===== src/rtl/snake_game_ctrl.sv =====
// Game-flow controller for the snake game: idle/run/pause/over FSM, level-dependent step
// generator and score/level tracking. Define SNAKE_HISCORE_EN to build the hi_score register.
module snake_game_ctrl #(
    parameter int BASE_TICK_CLK   = 12000000,
    parameter int MIN_TICK_CLK    = 3000000,
    parameter int TICK_DEC_CLK    = 1000000,
    parameter int FOODS_PER_LEVEL = 5,
    parameter int SCORE_W         = 10,
    parameter int LEVEL_W         = 4,
    parameter int CNT_W           = 24
) (
    input  logic               clk,
    input  logic               rst,
    input  logic               start,
    input  logic               pause,
    input  logic               collision,
    input  logic               food_eaten,
    output logic               step,
    output logic [1:0]         state,
    output logic               running,
    output logic               game_over,
    output logic [SCORE_W-1:0] score,
    output logic [LEVEL_W-1:0] level,
    output logic [CNT_W-1:0]   period,
    output logic [SCORE_W-1:0] hi_score
);
    typedef enum logic [1:0] {IDLE = 2'd0, RUN = 2'd1, PAUSE = 2'd2, OVER = 2'd3} state_t;

    localparam int FCNT_W = $clog2(FOODS_PER_LEVEL + 1);
    localparam logic [CNT_W-1:0]  BASE      = CNT_W'(BASE_TICK_CLK);
    localparam logic [CNT_W-1:0]  MIN_P     = CNT_W'(MIN_TICK_CLK);
    localparam logic [CNT_W-1:0]  DEC_P     = CNT_W'(TICK_DEC_CLK);
    localparam logic [CNT_W:0]    DEC_FLOOR = (CNT_W+1)'(MIN_TICK_CLK + TICK_DEC_CLK);
    localparam logic [FCNT_W-1:0] FCNT_LAST = FCNT_W'(FOODS_PER_LEVEL - 1);

    state_t            st;
    logic [CNT_W-1:0]  cnt;
    logic [CNT_W-1:0]  pend;
    logic [FCNT_W-1:0] fcnt;
    logic              restart;

    // A collision in RUN outranks a simultaneous start.
    assign restart   = start && !(st == RUN && collision);
    assign state     = st;
    assign running   = (st == RUN);
    assign game_over = (st == OVER);

    always_ff @(posedge clk or posedge rst) begin
        if (rst) begin
            st     <= IDLE;
            step   <= 1'b0;
            cnt    <= '0;
            fcnt   <= '0;
            score  <= '0;
            level  <= '0;
            period <= BASE;
            pend   <= BASE;
        end else begin
            step <= 1'b0;
            if (restart) begin
                st     <= RUN;
                cnt    <= '0;
                fcnt   <= '0;
                score  <= '0;
                level  <= '0;
                period <= BASE;
                pend   <= BASE;
            end else begin
                case (st)
                    RUN: begin
                        if (collision) begin
                            st <= OVER;
                        end else begin
                            if (food_eaten) begin
                                if (score != '1) score <= score + 1'b1;
                                if (fcnt == FCNT_LAST) begin
                                    fcnt <= '0;
                                    if (level != '1) level <= level + 1'b1;
                                    // Compare first so the subtraction can never wrap below zero.
                                    if ({1'b0, pend} >= DEC_FLOOR) pend <= pend - DEC_P;
                                    else                           pend <= MIN_P;
                                end else begin
                                    fcnt <= fcnt + 1'b1;
                                end
                            end
                            if (pause) begin
                                st <= PAUSE;
                            end else if (cnt == period - 1'b1) begin
                                cnt    <= '0;
                                step   <= 1'b1;
                                period <= pend;
                            end else begin
                                cnt <= cnt + 1'b1;
                            end
                        end
                    end
                    PAUSE: begin
                        if (pause) st <= RUN;
                    end
                    default: ;
                endcase
            end
        end
    end

`ifdef SNAKE_HISCORE_EN
    logic [SCORE_W-1:0] hi_r;

    always_ff @(posedge clk or posedge rst) begin
        if (rst) begin
            hi_r <= '0;
        end else if (st == RUN && collision && score > hi_r) begin
            hi_r <= score;
        end
    end

    assign hi_score = hi_r;
`else
    assign hi_score = '0;
`endif

endmodule

===== config.mk =====
export PLATFORM = sky130hd
export DESIGN_NAME = snake_game_ctrl
export DESIGN_NICKNAME = d
export VERILOG_FILES = /design/src/rtl/snake_game_ctrl.sv
export SDC_FILE = /design/constraint.sdc
export NUM_CORES = 1
export LEC_CHECK = 0
export BUFFER_PORTS_ARGS = -buffer_cell sky130_fd_sc_hd__buf_2
export CAP_MARGIN = 20
export CORE_ASPECT_RATIO = 0.9
export CORE_MARGIN = 2
export CORE_UTILIZATION = 59
export DETAILED_ROUTE_END_ITERATION = 10
export PLACE_DENSITY = 0.8
export SYNTH_ARGS = -nofsm -noshare
export SYNTH_HDL_FRONTEND = slang
export SYNTH_SLANG_ARGS = --single-unit

===== constraint.sdc =====
create_clock -name clk -period 3.8 [get_ports clk]
set_clock_uncertainty 0.15 [all_clocks]
set_input_delay 0.76 -clock clk [delete_from_list [all_inputs] [get_ports clk]]
set_output_delay 0.76 -clock clk [all_outputs]
set_load 0.02 [all_outputs]

==> results of run 1 <==
==> metal layers <==
metal,part of all wire [%],up-vias,global-route usage [%]
met1,44,2162,34.42
met4,1.8,0,10.56
met3,4.1,21,4.679
met2,50,93,43.57
met5,0,-,0
li1,-,2095,-
==> cells in the final DEF, fill, tap and decap left out, drive strengths merged, types with 8 or more instances in the layout <==
master,count
nor2,63
dfrtp,61
nand2,59
buf,58
o21ai,35
nor3,28
xor2,27
mux2i,22
xnor2,20
dfstp,20
a21oi,19
nand3,18
inv,16
clkbuf,12
nand4,11
a21o,11
conb,10
nor4,9
a31oi,8
nor2b,8
ha,8
==> power by group through the flow <==
stage	Sequential, W	Combinational (W)	Clock (W)
floorplan	0.00119	0.000467	0
global placement	0.00121	0.000578	0
detailed placement	0.00122	0.000604	0
CTS	0.00121	0.000609	0.000607
global route	0.00124	0.000693	0.000644
finish	0.00121	0.000609	0.000596
==> final cells by class <==
cell class | instances | area, um^2
inverter | 17 | 65.06
timing repair buffer | 58 | 315.3
multi-input combinational | 446 | 2831
clock buffer | 12 | 156.4
fill | 739 | 2933
sequential | 81 | 2052
tap | 119 | 148.9
clock inverter | 4 | 26.28
==> worst min-delay path by stage <==
| stage | to | slack, ns | cells past startpoint |
|---|---|---|---|
| 2_1_floorplan | pend[23] | 0.32 | 2 |
| 3_3_place_gp | pend[23] | 0.34 | 2 |
| 3_5_place_dp | pend[23] | 0.35 | 2 |
| 4_1_cts | pend[23] | 0.36 | 2 |
| 5_1_grt | cnt[4] | 0.41 | 1 |
| 6_report | cnt[12] | 0.36 | 2 |
==> registers in the layout, summed over array words and instances (netlist names) <==
| signal | cells |
|---|---|
| cnt | 24 |
| fcnt | 3 |
| level | 4 |
| pend | 18 |
| period | 19 |
| score | 10 |
| state | 2 |
| step | 1 |
==> kinds of logic (layout without fill, tap and decap cells) <==
logic type	after synthesis	in the layout	share of synthesized area [%]
adder cells (fa/ha/maj)	8	8	1.935
multiplexers	22	22	4.256
AO/OA/AOI/OAI	109	109	14.05
buffers and inverters	66	91	6.602
other	1	10	0.07248
AND/OR/NAND/NOR	250	250	25.47
flip-flops	81	81	39.66
XOR/XNOR	47	47	7.957
==> critical path: stages, from the launching register on <==
cell	delay, ns
sky130_fd_sc_hd__dfrtp_1	0.47
sky130_fd_sc_hd__or4_1	0.66
sky130_fd_sc_hd__or4_1	0.64
sky130_fd_sc_hd__nor4_1	0.28
sky130_fd_sc_hd__o21ai_0	0.15
sky130_fd_sc_hd__nor4b_2	0.31
sky130_fd_sc_hd__o211ai_2	0.19
sky130_fd_sc_hd__nor3_4	0.15
sky130_fd_sc_hd__buf_4	0.29
sky130_fd_sc_hd__mux2i_1	0.22
==> metrics by stage <==
stage | total power [W] | cell area, um^2 | cells
2_1_floorplan | 0.001653 | 5207 | 593
5_1_grt | 0.002573 | 5595 | 737
4_1_cts | 0.002424 | 5595 | 737
3_5_place_dp | 0.001825 | 5413 | 721
6_report | 0.002420 | 5595 | 737
3_3_place_gp | 0.001786 | 5413 | 721
==> results.md, run 1 <==
- Die ar.: 9535 um^2
- Cell with the most instances after synthesis: sky130_fd_sc_hd__nor2_1
- Most common library cells after synthesis: sky130_fd_sc_hd__nor2_1, sky130_fd_sc_hd__dfrtp_1, sky130_fd_sc_hd__nand2_1
- Worst supply voltage drop on vdd: 371.8 uV
- Average cell area after synthesis: 8.859 um^2
- Gate count after technology mapping: 584
- Clk network pwr share: 24.6%
- GRT Overall Usage: 26.48%
- # setup viols final: 0
- # nets final: 627
- TritonCTS clock tree: done
- Die outline width: 102.7 um
- Remaining design rule violation count: 0
- Netlist area before placement: 5174 um^2
- Number of resized instances in the post-cts repair step: 0
- TritonCTS Buffers: 9
- Hold slack final: 0.3610 ns
- Flip-flop and latch count after synthesis: 81
- Fmax: 0.2771 GHz
- EDFF count, synth: 0
- Post-route worst setup slack: 0.1918 ns
- Setup repair after global routing missed its margin: no
- Starting density of the core: 60.67%
- Total via count in the routed design: 4371
- Row count: 32
- DPL Wire Length: 8.509 mm
- Initial DRT Pass Iterations: 5
- Post-DR wirelength/cell: 16.09 um
- Area share of the leading cell type in the synthesized netlist: 29.50%
- Pin slew with the least headroom to its limit: 0.7927 ns
- Cell types occupying the most area after synthesis: sky130_fd_sc_hd__dfrtp_1, sky130_fd_sc_hd__dfstp_2, sky130_fd_sc_hd__nor2_1, sky130_fd_sc_hd__xor2_1, sky130_fd_sc_hd__nand2_1
- Number of placed I/O pins: 59
- Clock-pin transition on the worst setup and hold timing paths: 0.08 ns
- Pin count of the biggest net entering global routing: 52
- Library cell with the largest summed area after synthesis: sky130_fd_sc_hd__dfrtp_1
- Minimum period implied by the final worst setup slack: 3.608 ns
- Worst-skew pair later-pin latency: 0.36 ns
- Status: finished clean
- Path type of the worst setup path: flop to flop
- Port Buffer Count: 48
- FFs w/ async S/R, synth: 100.0%
- Leak Pwr: 2.479 nW
- Total internal power: 0.001543 W
- Max-cap viol count: 0
- Worst slack, placed: 0.2759 ns
- DR iter-0 viols: 266
- Number of global-route vias before repair: 4207
- Clock Root Buffer: sky130_fd_sc_hd__clkbuf_8
- Sinks on the clock net: 81
- H-tree Lvls: 3
- Routed WL: 11.86 mm
- Longest Clk Path Bufs: 2
- Power per Cell Area: 432.5 nW/um^2
- Capturing element type of the critical path: flop
- Switching power: 0.0008773 W
- CP arrival: 3.74 ns
- Initial antenna violation count: 0
- Final Hold Viols: 0
- Count of buffers added by post-CTS timing repair for setup: 0
- Critical Path Source Type: flop
- Switching Share: 36.25%
- Final ANT Viol Nets: 0
- Final cycle utilization of the critical path: 94.95%
- Placeable core region: 8528 um^2
- Sequential power share: 50.2%
- Per-cell via count in the routed design: 5.931
- Data required time of the worst path: 3.93 ns
- RD Place Congestion: 0.8560
- Yosys Warn Count: 0
- Portion of the post-synthesis area used by sequential elements: 39.66%
- Fraction of layout cells with a size suffix above 1: 18.45%
- Worst slew margin relative to its limit: 47.09%
- Worst flop-to-flop path startpoint: period[7]
- Distinct cells, synth: 63
- R2R Path End: period[7]
- Crit path max fanout: 15
- Origin of the worst setup path: period[7]
- Final-report max-slew violation count: 0
- Total of hold buffers inserted after clock tree synthesis: 0
- Register-to-Register Setup Slack: 0.19 ns
- Grt ovf: 0
- Number of cell instances on the worst register-to-register path: 9
- Leading register cell type out of synthesis: sky130_fd_sc_hd__dfrtp_1
- Capture point of the worst path: period[7]
- Vertical die dimension: 92.84 um
- First-pass GRT wire length: 19.88 mm
- Fin Setup TNS: 0 ns
- Comb power frac: 25.2%
- Finished Core Util: 65.61%
- Number of antenna cells inserted: 0
- Synthesis-to-finish area growth: 8.150%
- Hold crit path type: primary input to async pin
Power figures use the tool's default switching activity.
==> run 2: changes to the inputs <==
- CELL_PAD_IN_SITES_DETAIL_PLACEMENT: not set -> 0
- CELL_PAD_IN_SITES_GLOBAL_PLACEMENT: not set -> 1
- CORE_UTILIZATION: 59 -> 45
- PLACE_DENSITY: 0.8 -> not set
- PLACE_DENSITY_LB_ADDON: not set -> 0.1
- RECOVER_POWER: not set -> 25
==> results.md, run 2 (same netlist as run 1, synthesis figures left out) <==
- Status: finished, violations left
- Failing checks: capacitance limit, slew limit
- TritonCTS clock tree: done
- CP arrival: 3.56 ns
- # setup viols final: 0
- Regs by FF count: cnt: 24 flops, period: 19 flops, pend: 18 flops
- Pin slew with the least headroom to its limit: 2.473 ns
- TritonCTS Buffers: 9
- Final cycle utilization of the critical path: 91.46%
- Die outline width: 117.0 um
- Capturing element type of the critical path: flop
- First-pass GRT wire length: 20.76 mm
- Clock-pin transition on the worst setup and hold timing paths: 0.06 ns
- Crit path max fanout: 19
- Pin count of the biggest net entering global routing: 55
- Commonest non-fill, non-tap cell in the layout: sky130_fd_sc_hd__nor2_1
- Setup repair after global routing missed its margin: no
- Filler instances: 1091
- Number of placed I/O pins: 59
- Sinks on the clock net: 81
- Post-DR wirelength/cell: 16.29 um
- Finished Core Util: 50.95%
- DPL Wire Length: 8.895 mm
- Hold slack final: 0.1296 ns
- RD Place Congestion: 0.8146
- Path type of the worst setup path: flop to flop
- Biggest register: cnt
- Longest Clk Path Bufs: 2
- Data required time of the worst path: 3.88 ns
- Grt ovf: 0
- Final-report max-slew violation count: 51
- Clock Root Buffer: sky130_fd_sc_hd__clkbuf_16
- Row count: 37
- Switching Share: 33.43%
- Synthesis-to-finish area growth: 11.70%
- Worst-skew pair later-pin latency: 0.34 ns
- Total internal power: 0.001795 W
- Power per Cell Area: 466.6 nW/um^2
- Hold crit path type: primary input to async pin
- Worst supply voltage drop on vdd: 369.2 uV
- Initial DRT Pass Iterations: 5
- H-tree Lvls: 3
- Comb power frac: 22.6%
- Highest-count cells in the layout ignoring fill and taps: sky130_fd_sc_hd__nor2_1, sky130_fd_sc_hd__dfrtp_1, sky130_fd_sc_hd__nand2_1
- Leak Pwr: 2.537 nW
- Number of resized instances in the post-cts repair step: 0
- Fmax: 0.2877 GHz
- Worst slew margin relative to its limit: -64.84%
- Clk network pwr share: 32.3%
- Sequential power share: 45.1%
- Final ANT Viol Nets: 0
- GRT Overall Usage: 21.53%
- Number of flip-flops in the largest register: 24
- Number of antenna cells inserted: 0
- Max-cap viol count: 1
- # nets final: 628
- Critical Path Source Type: flop
- Remaining design rule violation count: 0
- Port Buffer Count: 48
- Number of global-route vias before repair: 4017
- Switching power: 0.0009013 W
- Total of hold buffers inserted after clock tree synthesis: 0
- Starting density of the core: 45.62%
- Vertical die dimension: 105.7 um
- Per-cell via count in the routed design: 5.435
- Initial antenna violation count: 0
- Count of buffers added by post-CTS timing repair for setup: 0
- Fin Setup TNS: 0 ns
- Die ar.: 12370 um^2
- Placeable core region: 11340 um^2
- DR iter-0 viols: 251
- Final Hold Viols: 0
- Total via count in the routed design: 4212
- Minimum period implied by the final worst setup slack: 3.475 ns
- Routed WL: 12.62 mm
- Fraction of layout cells with a size suffix above 1: 18.26%
[run 2: cell types whose count changed in the layout (fill, tap and decap cells not counted), sizes merged]
cell           change
buf                -1
clkbuf             +1
clkinv             -1
clkdlybuf4s25      +1
bufinv             +1
[run 2: critical path: stages, from the launching register on]
cell and delay, ns:
sky130_fd_sc_hd__dfrtp_1 0.47, sky130_fd_sc_hd__or4_1 0.65, sky130_fd_sc_hd__or4_1 0.64, sky130_fd_sc_hd__or3_1 0.39, sky130_fd_sc_hd__a21oi_2 0.16, sky130_fd_sc_hd__o41ai_1 0.12
sky130_fd_sc_hd__o31ai_4 0.20, sky130_fd_sc_hd__buf_4 0.25, sky130_fd_sc_hd__o21ai_0 0.12, sky130_fd_sc_hd__a21o_1 0.20
[run 2: final timing paths]
check / from / to / slack, ns / cells past startpoint
min in group clk: pend[23] / pend[23] / 0.34 / 2
setup / recovery: period[7] / cnt[5] / 0.32 / 9
hold reg to reg: pend[23] / pend[23] / 0.34 / 2
hold / removal: rst / cnt[6] / 0.13 / 2
setup reg to reg: period[7] / cnt[5] / 0.32 / 9
max in group asynchronous: rst / pend[22] / 0.62 / 3
[run 2: layer usage]
metal	up-vias	track usage, %	routed length [um]
met4	0	5.714	134
met2	58	32.87	5874
met3	10	4.313	382
met5	-	0	0
li1	2100	-	-
met1	2044	31.08	6230
[run 2: power groups by stage]
stage                     combinational, W  clock (W)  sequential (W)
final                             0.000609   0.000872         0.00122
after global routing              0.000701   0.000934         0.00124
after CTS                         0.000615   0.000899         0.00121
after detailed placement          0.000611          0         0.00122
after global placement            0.000599          0         0.00122
after floorplan                   0.000467          0         0.00119
[run 2: cell type report]
type | count | area (um^2) | area share (%)
clock buffers | 12 | 246.5 | 4.265
clock inverters | 4 | 45.04 | 0.7794
inverters | 17 | 65.06 | 1.126
multi-input cells | 446 | 2831 | 48.99
flip-flops and latches | 81 | 2052 | 35.51
well taps | 156 | 195.2 | 3.377
repair buffers | 59 | 344.1 | 5.954
[run 2: metrics by stage]
step	power [W]	setup WS, ns	cells	cell area [um^2]
after global routing	0.002877	0.03848	775	5779
final	0.002696	0.3246	775	5779
after CTS	0.002723	0.2904	774	5763
after global placement	0.001817	0.4543	758	5472
after detailed placement	0.001832	0.3020	758	5472
after floorplan	0.001653	0.3898	593	5207
==> run 3: changes to the inputs <==
- CORE_UTILIZATION: 45 -> 40
- TNS_END_PERCENT: not set -> 5
==> results.md, run 3 (same netlist as run 1, synthesis figures left out) <==
- Status: finished, violations left
- Failing checks: capacitance limit, slew limit
- Starting density of the core: 40.94%
- Number of global-route vias before repair: 4176
- Pin slew with the least headroom to its limit: 1.989 ns
- Number of placed I/O pins: 59
- Setup repair after global routing missed its margin: no
- Initial DRT Pass Iterations: 5
- Die outline width: 123.9 um
- Total via count in the routed design: 4272
- Final cycle utilization of the critical path: 91.78%
- Switching power: 0.0009211 W
- Power per Cell Area: 458.5 nW/um^2
- Worst supply voltage drop on vdd: 433.6 uV
- R2R Path End: period[23]
- Capturing element type of the critical path: flop
- Pin count of the biggest net entering global routing: 52
- Crit path max fanout: 29
- Worst slew margin relative to its limit: -33.33%
- Path type of the worst setup path: flop to flop
- Final-report max-slew violation count: 45
- Total of hold buffers inserted after clock tree synthesis: 0
- Number of cell instances on the worst register-to-register path: 9
- RD Place Congestion: 0.7505
- CP arrival: 3.61 ns
- Number of resized instances in the post-cts repair step: 0
- Fraction of layout cells with a size suffix above 1: 18.09%
- GRT Overall Usage: 19.90%
- Highest-count cells in the layout ignoring fill and taps: sky130_fd_sc_hd__nor2_1, sky130_fd_sc_hd__dfrtp_1, sky130_fd_sc_hd__nand2_1
- Register-to-Register Setup Slack: 0.31 ns
- Vertical die dimension: 111.9 um
- Number of flip-flops in the largest register: 24
- Critical Path Source Type: flop
- Regs by FF count: cnt: 24 flops, period: 19 flops, pend: 18 flops
- Data required time of the worst path: 3.92 ns
- Grt ovf: 0
- Commonest non-fill, non-tap cell in the layout: sky130_fd_sc_hd__nor2_1
- # nets final: 628
- Clk network pwr share: 30.7%
- Switching Share: 34.92%
- Port Buffer Count: 48
- H-tree Lvls: 3
- Fmax: 0.2867 GHz
- Clock Root Buffer: sky130_fd_sc_hd__clkbuf_16
- Fin Setup TNS: 0 ns
- First-pass GRT wire length: 21.51 mm
- Worst flop-to-flop path startpoint: period[7]
- Per-cell via count in the routed design: 5.456
- Biggest register: cnt
- Clock-pin transition on the worst setup and hold timing paths: 0.06 ns
- Hold crit path type: flop to flop
- Sink of the worst hold path: pend[23]
- Die ar.: 13860 um^2
- Origin of the worst setup path: period[7]
- Synthesis-to-finish area growth: 11.20%
- Routed WL: 12.83 mm
- Longest Clk Path Bufs: 2
- Placeable core region: 12640 um^2
- Max-cap viol count: 1
- Minimum period implied by the final worst setup slack: 3.488 ns
- TritonCTS clock tree: done
- DR iter-0 viols: 263
- Remaining design rule violation count: 0
- Post-layout power: 0.002638 W
- Final ANT Viol Nets: 0
- DPL Wire Length: 9.042 mm
- Hold path startpoint: pend[23]
- Total internal power: 0.001716 W
- Leak Pwr: 2.503 nW
- Count of buffers added by post-CTS timing repair for setup: 0
- # setup viols final: 0
- Post-DR wirelength/cell: 16.39 um
- Sinks on the clock net: 81
- Final Hold Viols: 0
- Sequential power share: 46.2%
- Worst-skew pair later-pin latency: 0.35 ns
- Number of antenna cells inserted: 0
- Initial antenna violation count: 0
- Row count: 39
- Comb power frac: 23.0%
- TritonCTS Buffers: 9
- Hold Crit Depth: 2
## run 3: cell count changes in the layout (fill, tap and decap cells not counted)
cell | previous run | this run
sky130_fd_sc_hd__bufinv_16 | 1 | 0
sky130_fd_sc_hd__clkinv_2 | 3 | 0
sky130_fd_sc_hd__clkbuf_8 | 1 | 0
sky130_fd_sc_hd__clkinvlp_4 | 0 | 3
sky130_fd_sc_hd__buf_6 | 2 | 0
sky130_fd_sc_hd__clkdlybuf4s25_1 | 1 | 0
sky130_fd_sc_hd__inv_6 | 0 | 2
sky130_fd_sc_hd__clkbuf_1 | 3 | 5
sky130_fd_sc_hd__buf_4 | 7 | 8
## run 3: final cells by class
class	instances	area, um^2
Multi-Input combinational cell	446	2831
Clock buffer	11	232.7
Sequential cell	81	2052
Clock inverter	5	40.04
Tap cell	164	205.2
Timing Repair Buffer	59	326.6
Fill cell	1252	6885
Inverter	17	65.06
## run 3: metrics by stage
step | hold slack, ns | utilization, % | cells | instance area [um^2] | setup WS [ns]
after floorplan | 0.3155 | - | 593 | 5207 | 0.3898
after global placement | 0.3358 | 43.43 | 767 | 5489 | 0.4442
after detailed placement | 0.3338 | 43.43 | 767 | 5489 | 0.3235
after CTS | 0.3437 | 45.59 | 783 | 5762 | 0.3146
after global routing | 0.3609 | 45.52 | 783 | 5753 | 0.06880
final | 0.3399 | 45.52 | 783 | 5753 | 0.3123
## run 3: worst max-delay path by stage
stage | slack, ns | to | cells after the start
3_5_place_dp | 0.32 | period[12] | 9
4_1_cts | 0.31 | period[12] | 9
5_1_grt | 0.07 | period[12] | 9
3_3_place_gp | 0.44 | cnt[21] | 9
6_report | 0.31 | period[23] | 9
2_1_floorplan | 0.39 | cnt[3] | 12
## run 3: worst max-delay path, cell delays in order (launching register included)
cell	delay, ns
sky130_fd_sc_hd__dfrtp_1	0.47
sky130_fd_sc_hd__or4_1	0.66
sky130_fd_sc_hd__or4_1	0.63
sky130_fd_sc_hd__nor4_1	0.25
sky130_fd_sc_hd__o21ai_0	0.14
sky130_fd_sc_hd__nor4b_2	0.26
sky130_fd_sc_hd__o211ai_2	0.17
sky130_fd_sc_hd__nor3_4	0.18
sky130_fd_sc_hd__buf_12	0.25
sky130_fd_sc_hd__mux2i_1	0.22
## run 3: power groups by stage
| stage | clock, W | combinational [W] | sequential [W] |
|---|---|---|---|
| after floorplan | 0 | 0.000467 | 0.00119 |
| after global placement | 0 | 0.000599 | 0.00122 |
| after detailed placement | 0 | 0.000611 | 0.00123 |
| after CTS | 0.000840 | 0.000615 | 0.00121 |
| after global routing | 0.000878 | 0.000694 | 0.00124 |
| final | 0.000811 | 0.000607 | 0.00122 |
## run 3: routing by layer
metal	share of wire, %	vias to the layer above	GRT usage, %
li1	-	2108	-
met1	47	2085	26.65
met2	48	73	32.01
met3	3.6	6	5.123
met4	0.64	0	5.000
met5	0	-	0
